**src/rtl/bcd_count_pkg.sv**
```systemverilog
// rtl/bcd_count_pkg.sv - shared command codes, FSM states and BCD constants
//
// Shared by the BCD countdown timer and the BCD up-counter:
//   CMD_*   : encodings of the 2-bit controller command bus `state`
//   fsm_e   : countdown FSM states
//   BCD_W   : width of one BCD digit
//   BCD_MAX : largest legal BCD digit value
package bcd_count_pkg;

  localparam logic [1:0] CMD_HOLD0 = 2'd0;
  localparam logic [1:0] CMD_HOLD1 = 2'd1;
  localparam logic [1:0] CMD_LOAD  = 2'd2;
  localparam logic [1:0] CMD_RUN   = 2'd3;

  localparam int         BCD_W   = 4;
  localparam logic [3:0] BCD_MAX = 4'd9;

  typedef enum logic [1:0] {
    FSM_IDLE    = 2'd0,
    FSM_ARMED   = 2'd1,
    FSM_RUN     = 2'd2,
    FSM_EXPIRED = 2'd3
  } fsm_e;

endpackage

```
**src/rtl/bcd_digit_dec.sv**
```systemverilog
// rtl/bcd_digit_dec.sv - one BCD digit of a combinational decrement chain
//
// Ports:
//   digit_i  : current BCD digit (0..9)
//   borrow_i : borrow from the next-lower digit (1 = subtract one here)
//   digit_o  : resulting BCD digit
//   borrow_o : borrow passed to the next-higher digit
module bcd_digit_dec
  import bcd_count_pkg::*;
(
  input  logic [BCD_W-1:0] digit_i,
  input  logic             borrow_i,
  output logic [BCD_W-1:0] digit_o,
  output logic             borrow_o
);

  always_comb begin
    digit_o  = digit_i;
    borrow_o = 1'b0;
    if (borrow_i) begin
      if (digit_i == '0) begin
        digit_o  = BCD_MAX;
        borrow_o = 1'b1;
      end else begin
        digit_o  = digit_i - 4'd1;
      end
    end
  end

endmodule

```
**src/rtl/bcd_count_down.sv**
```systemverilog
// rtl/bcd_count_down.sv - loadable multi-digit BCD countdown timer
//
// Optional feature macro: BCD_COUNTDOWN_AUTORELOAD_EN (periodic auto-reload
// from EXPIRED; when undefined EXPIRED is terminal until the next load).
//
// Ports:
//   clock      : rising-edge clock
//   resetn     : asynchronous active-low reset
//   state      : controller command (0/1 hold, 2 load, 3 run)
//   tick       : count-enable strobe, honoured only with state == run
//   load_value : BCD preset, digit 0 in bits [3:0]; digits > 9 clamp to 9
//   count      : registered BCD count
//   zero       : count == 0
//   busy       : FSM is in RUN
//   done       : one-cycle pulse when the count expires
module bcd_count_down
  import bcd_count_pkg::*;
#(
  parameter int DIGITS = 5
) (
  input  logic                    clock,
  input  logic                    resetn,
  input  logic [1:0]              state,
  input  logic                    tick,
  input  logic [BCD_W*DIGITS-1:0] load_value,
  output logic [BCD_W*DIGITS-1:0] count,
  output logic                    zero,
  output logic                    busy,
  output logic                    done
);

  localparam int W = BCD_W * DIGITS;

  fsm_e           fsm_q, fsm_d;
  logic [W-1:0]   count_q, count_d;
  logic           done_q, done_d;

  logic [W-1:0]   load_clamped;
  logic [W-1:0]   dec_src;
  logic [W-1:0]   dec_value;
  logic [DIGITS:0] borrow;
  logic           src_zero;
  logic           dec_zero;
  logic           advance;

  always_comb begin
    load_clamped = load_value;
    for (int i = 0; i < DIGITS; i++) begin
      if (load_value[i*BCD_W +: BCD_W] > BCD_MAX) begin
        load_clamped[i*BCD_W +: BCD_W] = BCD_MAX;
      end
    end
  end

`ifdef BCD_COUNTDOWN_AUTORELOAD_EN
  // A tick in EXPIRED reloads the preset and consumes that tick as the first
  // decrement, so the expiry period is exactly `preset` ticks.
  assign dec_src = (fsm_q == FSM_EXPIRED) ? load_clamped : count_q;
`else
  assign dec_src = count_q;
`endif

  assign borrow[0] = 1'b1;

  for (genvar g = 0; g < DIGITS; g++) begin : g_dec
    bcd_digit_dec u_dec (
      .digit_i  (dec_src[g*BCD_W +: BCD_W]),
      .borrow_i (borrow[g]),
      .digit_o  (dec_value[g*BCD_W +: BCD_W]),
      .borrow_o (borrow[g+1])
    );
  end

  // The source is always valid BCD, so a borrow escaping the top digit
  // means every digit was 0: the source value itself is zero.
  assign src_zero = borrow[DIGITS];
  assign dec_zero = (dec_value == '0);

  always_comb begin
    fsm_d   = fsm_q;
    count_d = count_q;
    done_d  = 1'b0;
    advance = 1'b0;

    if (state == CMD_LOAD) begin
      count_d = load_clamped;
      fsm_d   = FSM_ARMED;
    end else if (state == CMD_RUN && tick) begin
      case (fsm_q)
        FSM_ARMED, FSM_RUN: advance = 1'b1;
`ifdef BCD_COUNTDOWN_AUTORELOAD_EN
        FSM_EXPIRED:        advance = 1'b1;
`endif
        default:            advance = 1'b0;
      endcase

      if (advance) begin
        if (src_zero) begin
          count_d = '0;
          fsm_d   = FSM_EXPIRED;
          done_d  = 1'b1;
        end else begin
          count_d = dec_value;
          if (dec_zero) begin
            fsm_d  = FSM_EXPIRED;
            done_d = 1'b1;
          end else begin
            fsm_d  = FSM_RUN;
          end
        end
      end
    end
  end

  always_ff @(posedge clock or negedge resetn) begin
    if (!resetn) begin
      fsm_q   <= FSM_IDLE;
      count_q <= '0;
      done_q  <= 1'b0;
    end else begin
      fsm_q   <= fsm_d;
      count_q <= count_d;
      done_q  <= done_d;
    end
  end

  assign count = count_q;
  assign zero  = (count_q == '0);
  assign busy  = (fsm_q == FSM_RUN);
  assign done  = done_q;

endmodule

```
**config.mk**
```make
export PLATFORM = sky130hd
export DESIGN_NAME = bcd_count_down
export DESIGN_NICKNAME = d
export VERILOG_FILES = /design/src/rtl/bcd_count_pkg.sv /design/src/rtl/bcd_digit_dec.sv /design/src/rtl/bcd_count_down.sv
export SDC_FILE = /design/constraint.sdc
export NUM_CORES = 1
export LEC_CHECK = 0
export ABC_AREA = 1
export CELL_PAD_IN_SITES_DETAIL_PLACEMENT = 1
export CELL_PAD_IN_SITES_GLOBAL_PLACEMENT = 1
export CORE_MARGIN = 2
export CORE_UTILIZATION = 36
export DETAILED_ROUTE_END_ITERATION = 8
export GPL_ROUTABILITY_DRIVEN = 0
export PLACE_DENSITY = 0.86
export SETUP_SLACK_MARGIN = 0.05
export SYNTH_ARGS = -nofsm -noshare
export SYNTH_HDL_FRONTEND = slang
export SYNTH_SLANG_ARGS = --single-unit
```
**constraint.sdc**
```tcl
create_clock -name clock -period 2.62 [get_ports clock]
set_input_delay 0.524 -clock clock [delete_from_list [all_inputs] [get_ports clock]]
set_output_delay 0.524 -clock clock [all_outputs]
set_load 0.05 [all_outputs]
```
Word level (Yosys, flattened, before mapping). Cells that the tools add are included.

Add/sub/neg operators: 5. Bitwise operators: 0. Equal/unequal tests: 4. Mux-type cells: 40. Reductions and logical operators: 12. Divide/modulo/power cells: 0. Shift-type cells: 0. Multipliers: 0. Order comparisons: 5.

Operators by type and width (count): $mux 20 (4); $mux 4 (14); $logic_not 20->1 (2); $gt 4x4->1 const B (5); $logic_not 4->1 (5); $sub 4x1->4 const B (5); $mux 1 (19); $eq 2x2->1 const B (3); $mux 2 (3); $reduce_bool 2->1 (2); $eq 2x1->1 const B (1); $reduce_and 2->1 (1); $reduce_or 2->1 (1); $logic_and 1x1->1 (1).

Register bits after elaboration: 23. Input bits: 25. Bits in read-only memories: 0. Bits in writable memories: 0. Latch bits: 0. Logic and storage cells: 69. Memories kept: 0. Output and inout port bits: 23.

Logic depth before layout (Yosys ltp). Gate-level depths: netlist (run 1).

Word-level depth: 12. Depth in mapped cells: 13. Mapped depth without buffers: 13.

By module. A second synthesis (run 1) with hierarchy kept.

Cells, all modules: 261. Area, all modules: 1806.7 um^2.

By module, submodules not included: bcd_count_down (times used 1, cells each 176, sequential area each 575.6 um^2, area each 1368.8 um^2); bcd_digit_dec (times used 5, cells each 17, sequential area each 0.0 um^2, area each 87.6 um^2).

Worst setup path after synthesis (run 1). OpenSTA, ideal clock, no wires.

Path kind: register -> output. Start point: register count_q[2] (netlist: count[2]). End point: output zero. Data required time: 2096 ps. Buffers on the path: 0. Cell stages (with the launch flop): 8. Setup slack: 384 ps. Arrival time: 1712 ps. Path through: dfrtp_1 nor2_4 nand2_4 nor2_8 nand3b_4 nor2_1 nand2_1 inv_1.

Cells in the longest elaborated chain, start to end: 1.

RTL lines: from (decl) (line bcd_count_down.sv:35) `logic [W-1:0] count_q, count_d;`; from (signal assigned) (line bcd_count_down.sv:122) `count_q <= count_d;`; $logic_not 20->1 (line bcd_count_down.sv:128) `assign zero = (count_q == '0);`; to (decl) (line bcd_count_down.sv:27) `output logic zero,`.

No other way between the ends.

Worst setup path after layout (run 1).
Start point: register count_q[4] (netlist: count[4]). End point: output zero.

Same word-level chain as after synthesis.

==> run_results.csv, run 1 <==
group,metric,value,unit
run_status,outcome,"finished, final reports clean",
grt,initial_antenna_violation_count,0,
routing,postRouteWirelength,5290,µm
yosys,syn-mean-instance-area,6.85,µm²
routing,post-route-drc-count,0,
yosys,mappedNetlistNets,274,
yosys,synthDistinctLibCells,34,
yosys,synth_flop_cell,"sky130_fd_sc_hd__dfrtp_1",
power,power.share.clock,12.3,%
sta,worst_clock_skew,0.00204,ns
yosys,syn-instance-count,248,
yosys,yosysMostFrequentCell,"sky130_fd_sc_hd__nand2_1",
sta,worstMarginPinSlew,0.506,ns
die,die_y,72.7,µm
final_layout,antennaDiodeCount,0,
sta,grt_setup_unrepaired,"false",
grt,grt_start_max_net_pins,24,
sta,finalHoldWorstSlack,0.502,ns
yosys,synthDominantAreaCellType,"sky130_fd_sc_hd__dfrtp_1",
grt,track_usage,21.3,%
clocking,ctsRootBufferMaster,"sky130_fd_sc_hd__clkbuf_8",
power,cellInternalPower,0.952,mW
sta,final.period_utilization,92.7,%
sta,post-route-worst-setup-slack,0.192,ns
clocking,cts_tree,"done",
yosys,postSynth.asyncResetShare,100,%
final_layout,post_route_cells_drive_above_1_share,11.5,%
place,placement.io_buffers,47,
setup_path,worstSetupEndpointType,"primary output",
final_layout,synthToLayoutAreaGrowth,38.6,%
die,floorplan.initialDensity,38.2,%
setup_path,timing.reg2reg.worst_path_depth,15,
power,pwr-share-seq,30.7,%
yosys,synth_common_cells,"65 x sky130_fd_sc_hd__nand2_1, 37 x sky130_fd_sc_hd__nor2_1, 30 x sky130_fd_sc_hd__inv_1",
clocking,cts_inserted_buffers,3,
hold_path,min_delay_path_depth,2,
routing,routed_via_density,5.29,
sta,max_clock_freq,0.412,GHz
setup_path,start_to_end_type_of_the_worst_setup_path,"reg -> out",
sta,setup_violations,0,
grt,grt_first_pass_wirelength,8840,µm
die,design.die.area,0.00529,mm²
setup_path,rrSetupSlack,0.59,ns
yosys,synth_largest_type_area_fraction,33.9,%
setup_path,crit_fanout,8,
setup_path,r2r-start,"count[4]",
sta,final-hold-violation-count,0,
yosys,synth_area_leaders,"sky130_fd_sc_hd__dfrtp_1 34%, sky130_fd_sc_hd__nand2_1 14%, sky130_fd_sc_hd__nor2_1 8.2%",
die,die_wd,72.7,µm
power,combPwrFrac,57.1,%
setup_path,crit_start_category,"flip-flop",
grt,vias_in_the_first_global_route,1844,
yosys,synth_enable_flop_cells,0,
power,vdd_ir_drop_max,0.467,mV
yosys,netlist_area,0.00170,mm²
die,core_area,0.00444,mm²
hold_path,holdPathEnd,"fsm_q[1]",
routing,drt_pass1_iterations,4,
setup_path,crit_required,2.10,ns
sta,timing.slew.headroom,66.2,%
hold_path,hold_class,"reg -> reg",
yosys,synth-warning-count,0,
clocking,clock_path_buffers,2,
clocking,clock_insertion_delay_at_the_later_pin_of_the_skew_report,0.27,ns
power,power.density_cell_area,831,mW/mm²
yosys,ys_ff_latch,23,
die,top_level_ports,48,
final_layout,finalNetCount,332,
setup_path,critPathArrivalTime,1.90,ns
place,pre_cts_slack,0.302,ns
power,switchingPower,1.01,mW
clocking,cts_hold_repair.buffers,0,
sta,final.min_clock_period,2.43,ns
power,power_switching_share,51.4,%
job,drv_cap,0,
setup_path,worstReg2RegEnd,"fsm_q[0]",
sta,setup-tns-final,0,ns
clocking,cts_sinks,23,
routing,ant_nets,0,
grt,globalRoute.totalOverflow,0,
power,cellLeakagePower,1.19,nW
clocking,cts_htree_levels,1,
routing,drtIter0Drc,59,
die,placement_rows,24,
routing,routed_wire_length_per_instance,14.8,µm
sta,timing_max_transition_violations_final,0,
clocking,worst_setup_hold_path_clk_slew,0.09,ns
hold_path,timing.hold.worst.start,"fsm_q[1]",
place,hpwlAfterDp,4200,µm
yosys,seq_area_frac_synth,33.9,%
routing,vias,1887,
## flip-flops by register name, summed over array words and instances (netlist names)
name / cells
count: 20
fsm_q: 2
done: 1
## layer usage
layer	up-vias	track usage (%)	part of all wire [%]
met5	-	0	0
met4	0	5.14	0.95
met3	7	2.35	3.1
met2	43	35.9	49
met1	907	29.2	47
li1	930	-	-
## layout make-up
| cell class | instances | area [µm²] |
|---|---|---|
| repair buffers | 58 | 563 |
| clock buffers | 4 | 45.0 |
| fillers | 602 | 2090 |
| flip-flops and latches | 23 | 576 |
| multi-input cells | 184 | 971 |
| well taps | 52 | 65.1 |
| inverters | 36 | 135 |
## power groups by stage
stage / clock network [mW] / logic (mW) / registers, mW
after CTS: 0.243 / 1.12 / 0.599
after detailed placement: 0 / 1.11 / 0.606
after global placement: 0 / 1.09 / 0.600
after floorplan: 0 / 0.417 / 0.918
final: 0.240 / 1.12 / 0.601
after global routing: 0.259 / 1.21 / 0.619
## worst max-delay path by stage
stage | start | to | depth (start not counted)
floorplan | count[2] | zero | 7
global placement | state[1] | count[19] | 8
detailed placement | state[1] | count[19] | 8
CTS | count[2] | zero | 8
global route | count[4] | zero | 8
finish | count[4] | zero | 8
## repair_timing
action                     CTS  global route
gates resized for setup      0             2
buffers inserted             0             5
setup endpoints to repair    0             1
## stage by stage
stage	cells	total power, mW	utilization, %	area (µm²)
finish	357	1.96	53.0	2350
floorplan	248	1.33	-	1700
CTS	352	1.96	52.0	2310
global route	357	2.09	53.0	2350
detailed placement	348	1.72	51.0	2270
global placement	348	1.69	51.0	2270
## cell families after synthesis
family	count (synthesis)	share of synthesized area (%)
fa+ha+maj	1	0.736
compound gates	51	20.1
flops	23	33.9
xor+xnor	1	0.516
buf+inv	41	9.28
simple gates	131	35.5
## worst max-delay path, cell delays in order, from the launching register on
cell and delay [ns]:
sky130_fd_sc_hd__dfrtp_1 0.45, sky130_fd_sc_hd__nor2_1 0.22, sky130_fd_sc_hd__nand2_2 0.14, sky130_fd_sc_hd__nor2_8 0.20, sky130_fd_sc_hd__nand3b_4 0.12, sky130_fd_sc_hd__nor2_1 0.10, sky130_fd_sc_hd__nand2_1 0.12, sky130_fd_sc_hd__inv_1 0.13
sky130_fd_sc_hd__buf_12 0.14
## cells in the final DEF, fill, tap and decap left out, types with 2 or more instances in the layout
cell and instances:
sky130_fd_sc_hd__a22oi_1 8, sky130_fd_sc_hd__a31oi_1 14, sky130_fd_sc_hd__a21oi_1 6, sky130_fd_sc_hd__o211ai_1 3, sky130_fd_sc_hd__clkdlybuf4s50_1 46, sky130_fd_sc_hd__clkinv_1 3, sky130_fd_sc_hd__o221ai_2 2, sky130_fd_sc_hd__clkbuf_8 3
sky130_fd_sc_hd__nand2_2 2, sky130_fd_sc_hd__buf_4 11, sky130_fd_sc_hd__nand3_1 14, sky130_fd_sc_hd__dfrtp_1 23, sky130_fd_sc_hd__nor2_2 2, sky130_fd_sc_hd__nand2_1 64, sky130_fd_sc_hd__nand2_4 2, sky130_fd_sc_hd__o21ai_0 10
sky130_fd_sc_hd__nor2_4 3, sky130_fd_sc_hd__o21ai_2 2, sky130_fd_sc_hd__o21bai_1 2, sky130_fd_sc_hd__inv_1 30, sky130_fd_sc_hd__inv_2 3, sky130_fd_sc_hd__nor2_1 36, sky130_fd_sc_hd__nand4_1 2
No activity file was read; power rests on OpenSTA's default activity.
==> run 2, diff against run 1 <==
--- a/config.mk
+++ b/config.mk
@@ -12,6 +12,7 @@
 export CORE_UTILIZATION = 36
 export DETAILED_ROUTE_END_ITERATION = 8
 export GPL_ROUTABILITY_DRIVEN = 0
+export HOLD_SLACK_MARGIN = 0.03
 export PLACE_DENSITY = 0.86
 export SETUP_SLACK_MARGIN = 0.05
 export SYNTH_ARGS = -nofsm -noshare
==> results of run 2 <==
Final layout, timing and power as in run 1 (identical DEF).
==> run 3, diff against run 2 <==
--- a/config.mk
+++ b/config.mk
@@ -14,6 +14,7 @@
 export GPL_ROUTABILITY_DRIVEN = 0
 export HOLD_SLACK_MARGIN = 0.03
 export PLACE_DENSITY = 0.86
+export RECOVER_POWER = 100
 export SETUP_SLACK_MARGIN = 0.05
 export SYNTH_ARGS = -nofsm -noshare
 export SYNTH_HDL_FRONTEND = slang
==> run_results.csv, run 3 (synthesized netlist as in run 1, its figures left out) <==
group,metric,value,unit
power,vdd_ir_drop_max,0.448,mV
die,die_wd,72.7,µm
clocking,ctsRootBufferMaster,"sky130_fd_sc_hd__clkbuf_8",
sta,max_clock_freq,0.409,GHz
sta,worst_clock_skew,0.00343,ns
setup_path,critPathArrivalTime,1.92,ns
grt,initial_antenna_violation_count,0,
place,dpl-instance-area,0.00227,mm²
clocking,cts_tree,"done",
die,placement_rows,24,
setup_path,crit_required,2.10,ns
routing,routed_wire_length_per_instance,14.8,µm
routing,vias,1875,
grt,globalRoute.totalOverflow,0,
power,cellLeakagePower,1.17,nW
sta,final.period_utilization,93.3,%
final_layout,nFillCells,602,
final_layout,layout.cell_area.non_filler,0.00231,mm²
routing,drtIter0Drc,72,
setup_path,worstSetupEndpointType,"primary output",
routing,routed_via_density,5.25,
die,top_level_ports,48,
place,hpwlAfterDp,4200,µm
setup_path,crit_chain,"nor2_1, nand2_1, nor2_8, nand3b_4, nor2_1, nand2_1, inv_1, buf_4",
clocking,clock_insertion_delay_at_the_later_pin_of_the_skew_report,0.27,ns
final_layout,synthToLayoutAreaGrowth,36.1,%
final_layout,final-seq-area,576,µm²
final_layout,largest_register_ff_count,20,
final_layout,finalNetCount,332,
sta,setup_violations,0,
final_layout,mostFrequentLayoutCells,"66 x sky130_fd_sc_hd__nand2_1, 37 x sky130_fd_sc_hd__nor2_1, 31 x sky130_fd_sc_hd__inv_1",
clocking,cts_htree_levels,1,
sta,final-hold-violation-count,0,
die,design.die.area,0.00529,mm²
place,placed_cells,348,
setup_path,timing.critical_path.slowest_cell_delay,0.45,ns
power,power.density_cell_area,824,mW/mm²
sta,worstMarginPinSlew,1.37,ns
setup_path,cpLargestDelayFamily,"simple AND/OR/NAND/NOR gates",
grt,grt_first_pass_wirelength,8840,µm
die,floorplan.initialDensity,38.2,%
sta,timing.slew.headroom,8.56,%
sta,finalHoldWorstSlack,0.503,ns
die,core_area,0.00444,mm²
clocking,cts_inserted_buffers,3,
routing,post-route-drc-count,0,
final_layout,total_area_of_multi_input_combinational_cells,955,µm²
grt,grt_start_max_net_pins,24,
sta,grt_setup_unrepaired,"false",
routing,postRouteWirelength,5280,µm
run_status,outcome,"finished, final reports clean",
hold_path,hold_class,"reg -> reg",
clocking,cts_hold_repair.buffers,0,
job,drv_cap,0,
setup_path,crit_start_category,"flip-flop",
routing,ant_nets,0,
final_layout,layout_commonest_cell,"sky130_fd_sc_hd__nand2_1",
final_layout,antennaDiodeCount,0,
place,placement.io_buffers,47,
setup_path,count_of_buffer_and_inverter_cells_on_the_critical_path,2,
final_layout,post_route_cells_drive_above_1_share,8.52,%
final_layout,final-instance-count-excl-fill,357,
clocking,worst_setup_hold_path_clk_slew,0.09,ns
setup_path,start_to_end_type_of_the_worst_setup_path,"reg -> out",
sta,setup-tns-final,0,ns
power,post-layout-total-power,1.90,mW
setup_path,crit_fanout,8,
clocking,cts_sinks,23,
grt,track_usage,21.3,%
setup_path,slowest_stage,"sky130_fd_sc_hd__dfrtp_1",
grt,vias_in_the_first_global_route,1844,
clocking,clock_path_buffers,2,
die,die_y,72.7,µm
routing,drt_pass1_iterations,4,
sta,timing_max_transition_violations_final,0,
sta,final.min_clock_period,2.44,ns
-- run 3: cell count changes in the layout (fill, tap and decap cells not counted), sizes merged --
cell,before,now
buf,12,8
clkbuf,4,8
dlygate4sd3,0,24
clkdlybuf4s50,46,22
-- run 3: what timing repair did --
item | in CTS | in global routing
endpoints found under the setup margin | 0 | 1
buffers inserted | 0 | 5
resized for setup | 0 | 2
-- run 3: final timing paths --
path | start | endpoint | slack (ns) | depth (start not counted)
max | count[4] | zero | 0.18 | 8
min | fsm_q[1] | fsm_q[1] | 0.50 | 2
max reg2reg | count[4] | fsm_q[0] | 0.56 | 15
min reg2reg | fsm_q[1] | fsm_q[1] | 0.50 | 2
max in group asynchronous | resetn | count[16] | 0.72 | 2
min in group asynchronous | resetn | fsm_q[0] | 1.10 | 2
-- run 3: metrics by stage --
stage / setup slack (ns) / utilization (%)
4_1_cts: 0.147 / 52.0
2_1_floorplan: 0.384 / -
6_report: 0.176 / 52.0
5_1_grt: 0.0324 / 52.0
3_5_place_dp: 0.302 / 51.0
3_3_place_gp: 0.329 / 51.0
-- run 3: power by group --
part | switching (mW) | total, mW | internal (mW)
logic | 0.727 | 1.07 | 0.342
clock network | 0.130 | 0.239 | 0.109
registers | 0.138 | 0.596 | 0.458
total | 0.995 | 1.90 | 0.910
-- run 3: worst min-delay path, delay by kind of cell, from the launching register on --
family           cells  cell delay, ns
flip-flops           1            0.36
AND/OR/NAND/NOR      2            0.12
-- run 3: layout make-up --
class,count,share of cell area (%)
sequential,23,24.9
timing repair buffer,58,23.2
inverter,36,5.84
multi-input combinational,184,41.3
tap,52,2.81
clock buffer,4,1.95
-- run 3: per-layer routing --
metal	vias up	wire length, µm	GRT usage (%)
met2	40	2600	35.9
met5	-	0	0
met4	0	46	5.14
met3	5	181	2.35
li1	931	-	-
met1	899	2450	29.2
==> edit: new RTL, settings of run 3 <==
`BCD_W`: 4 -> 6.
--- a/src/rtl/bcd_count_pkg.sv
+++ b/src/rtl/bcd_count_pkg.sv
@@ -12,7 +12,7 @@
   localparam logic [1:0] CMD_LOAD  = 2'd2;
   localparam logic [1:0] CMD_RUN   = 2'd3;
 
-  localparam int         BCD_W   = 4;
+  localparam int         BCD_W   = 6;
   localparam logic [3:0] BCD_MAX = 4'd9;
 
   typedef enum logic [1:0] {
Interface: changed (resized count and load_value); port bits go from 48 to 68. The function was not compared with the original's and may differ.
==> edit against run 3 <==
  * Combinational power rose by 33%
  * Register-to-register slack got worse by 0.33 ns
  * Cell area rose by 64%
  * Wire length rose by 88%
  * Synthesized cell count rose by 81%
  * Worst setup slack got worse by 0.055 ns
  * Clock power rose by 88%
  * Maximum frequency fell by 2.2%
  * Power rose by 38%
  * Highest routed layer unchanged
  * Area after synthesis rose by 69%
  * Sequential cell count rose by 10
  * Largest cell class unchanged
==> edit: results (changes against run 3) <==
* Status: finished clean
* Worst Skew at 0.00996 ns (+0.00653 ns)
* Sum of routed wire segments on met1 at 4300 um (+75%)
* Placed Cells at 611 (+76%)
* Routed vias/inst at 5.29 (+0.63%)
* Synth Area in Compound Gates at 0.134 (-0.0671)
* Max reg flops at 30 (+50%)
* Seq pwr at 757 uW (+27%)
* GRT met3 Usage at 0.0355 (+0.0120)
* Clock Latency Late Sink at 0.29 ns (+0.02 ns)
* VDD IR max at 0.447 mV (-0.37%)
* Int Pwr at 1310 uW (+44%)
* Worst hold margin at 0.503 ns (+0.000591 ns)
* Routed wire length per instance at 15.9 um (+7.3%)
* I/O Buffers at 67 (+43%)
* Cts bufs inserted at 5 (+2)
* Met2 usage at 0.436 (+0.0779)
* Initial drt markers at 124 (+72%)
* Post-Place Setup Slack at 0.245 ns (-0.0565 ns)
* Vias in the first global route at 3,511 (+90%)
* Share of layout cells above drive strength 1 at 0.103 (+0.0182)
* Met1 Track Usage GR at 0.285 (-0.00700)
* Fin cells at 624 (+75%)
* Synth Area in Adders at 0.0393 (+0.0319)
* Switch share at 0.503 (-0.0198)
* Combinational Power Share at 0.541 (-0.020)
* Static Leak at 0.00186 uW (+59%)
* Layout Nets at 565 (+70%)
* CP max stage delay at 0.42 ns (-0.03 ns)
* Post-Synth XOR/XNOR Area at 0.0183 (+0.0132)
* Post-place instance area at 3660 um2 (+61%)
[edit: cell types whose count changed in the layout (fill, tap and decap cells not counted), sizes merged, moves of 5 or more]
cell           delta
nor2             +30
dlygate4sd3      +10
inv              +29
clkdlybuf4s50    +10
xor2              +5
a22oi             -8
nand3            +36
dfrtp            +10
nand2            +60
o221ai            +5
o22ai             +6
o21ai            +20
ha                +8
[edit: what timing repair did]
| action | 4_1_cts | 5_1_grt |
|---|---|---|
| pin swaps | 1 | 0 |
| cloned | 0 | 0 |
| endpoints found under the setup margin | 1 | 2 |
| resized for setup | 1 | 5 |
| buffers inserted | 1 | 4 |
[edit: cell type report]
type | instances | area, um2 | area share
clock buffers | 7 | 96.3 | 0.0255
well taps | 102 | 128 | 0.0337
clock inverters | 1 | 5.00 | 0.00132
inverters | 64 | 243 | 0.0642
flip-flops and latches | 33 | 826 | 0.218
multi-input cells | 339 | 1730 | 0.458
repair buffers | 78 | 751 | 0.198
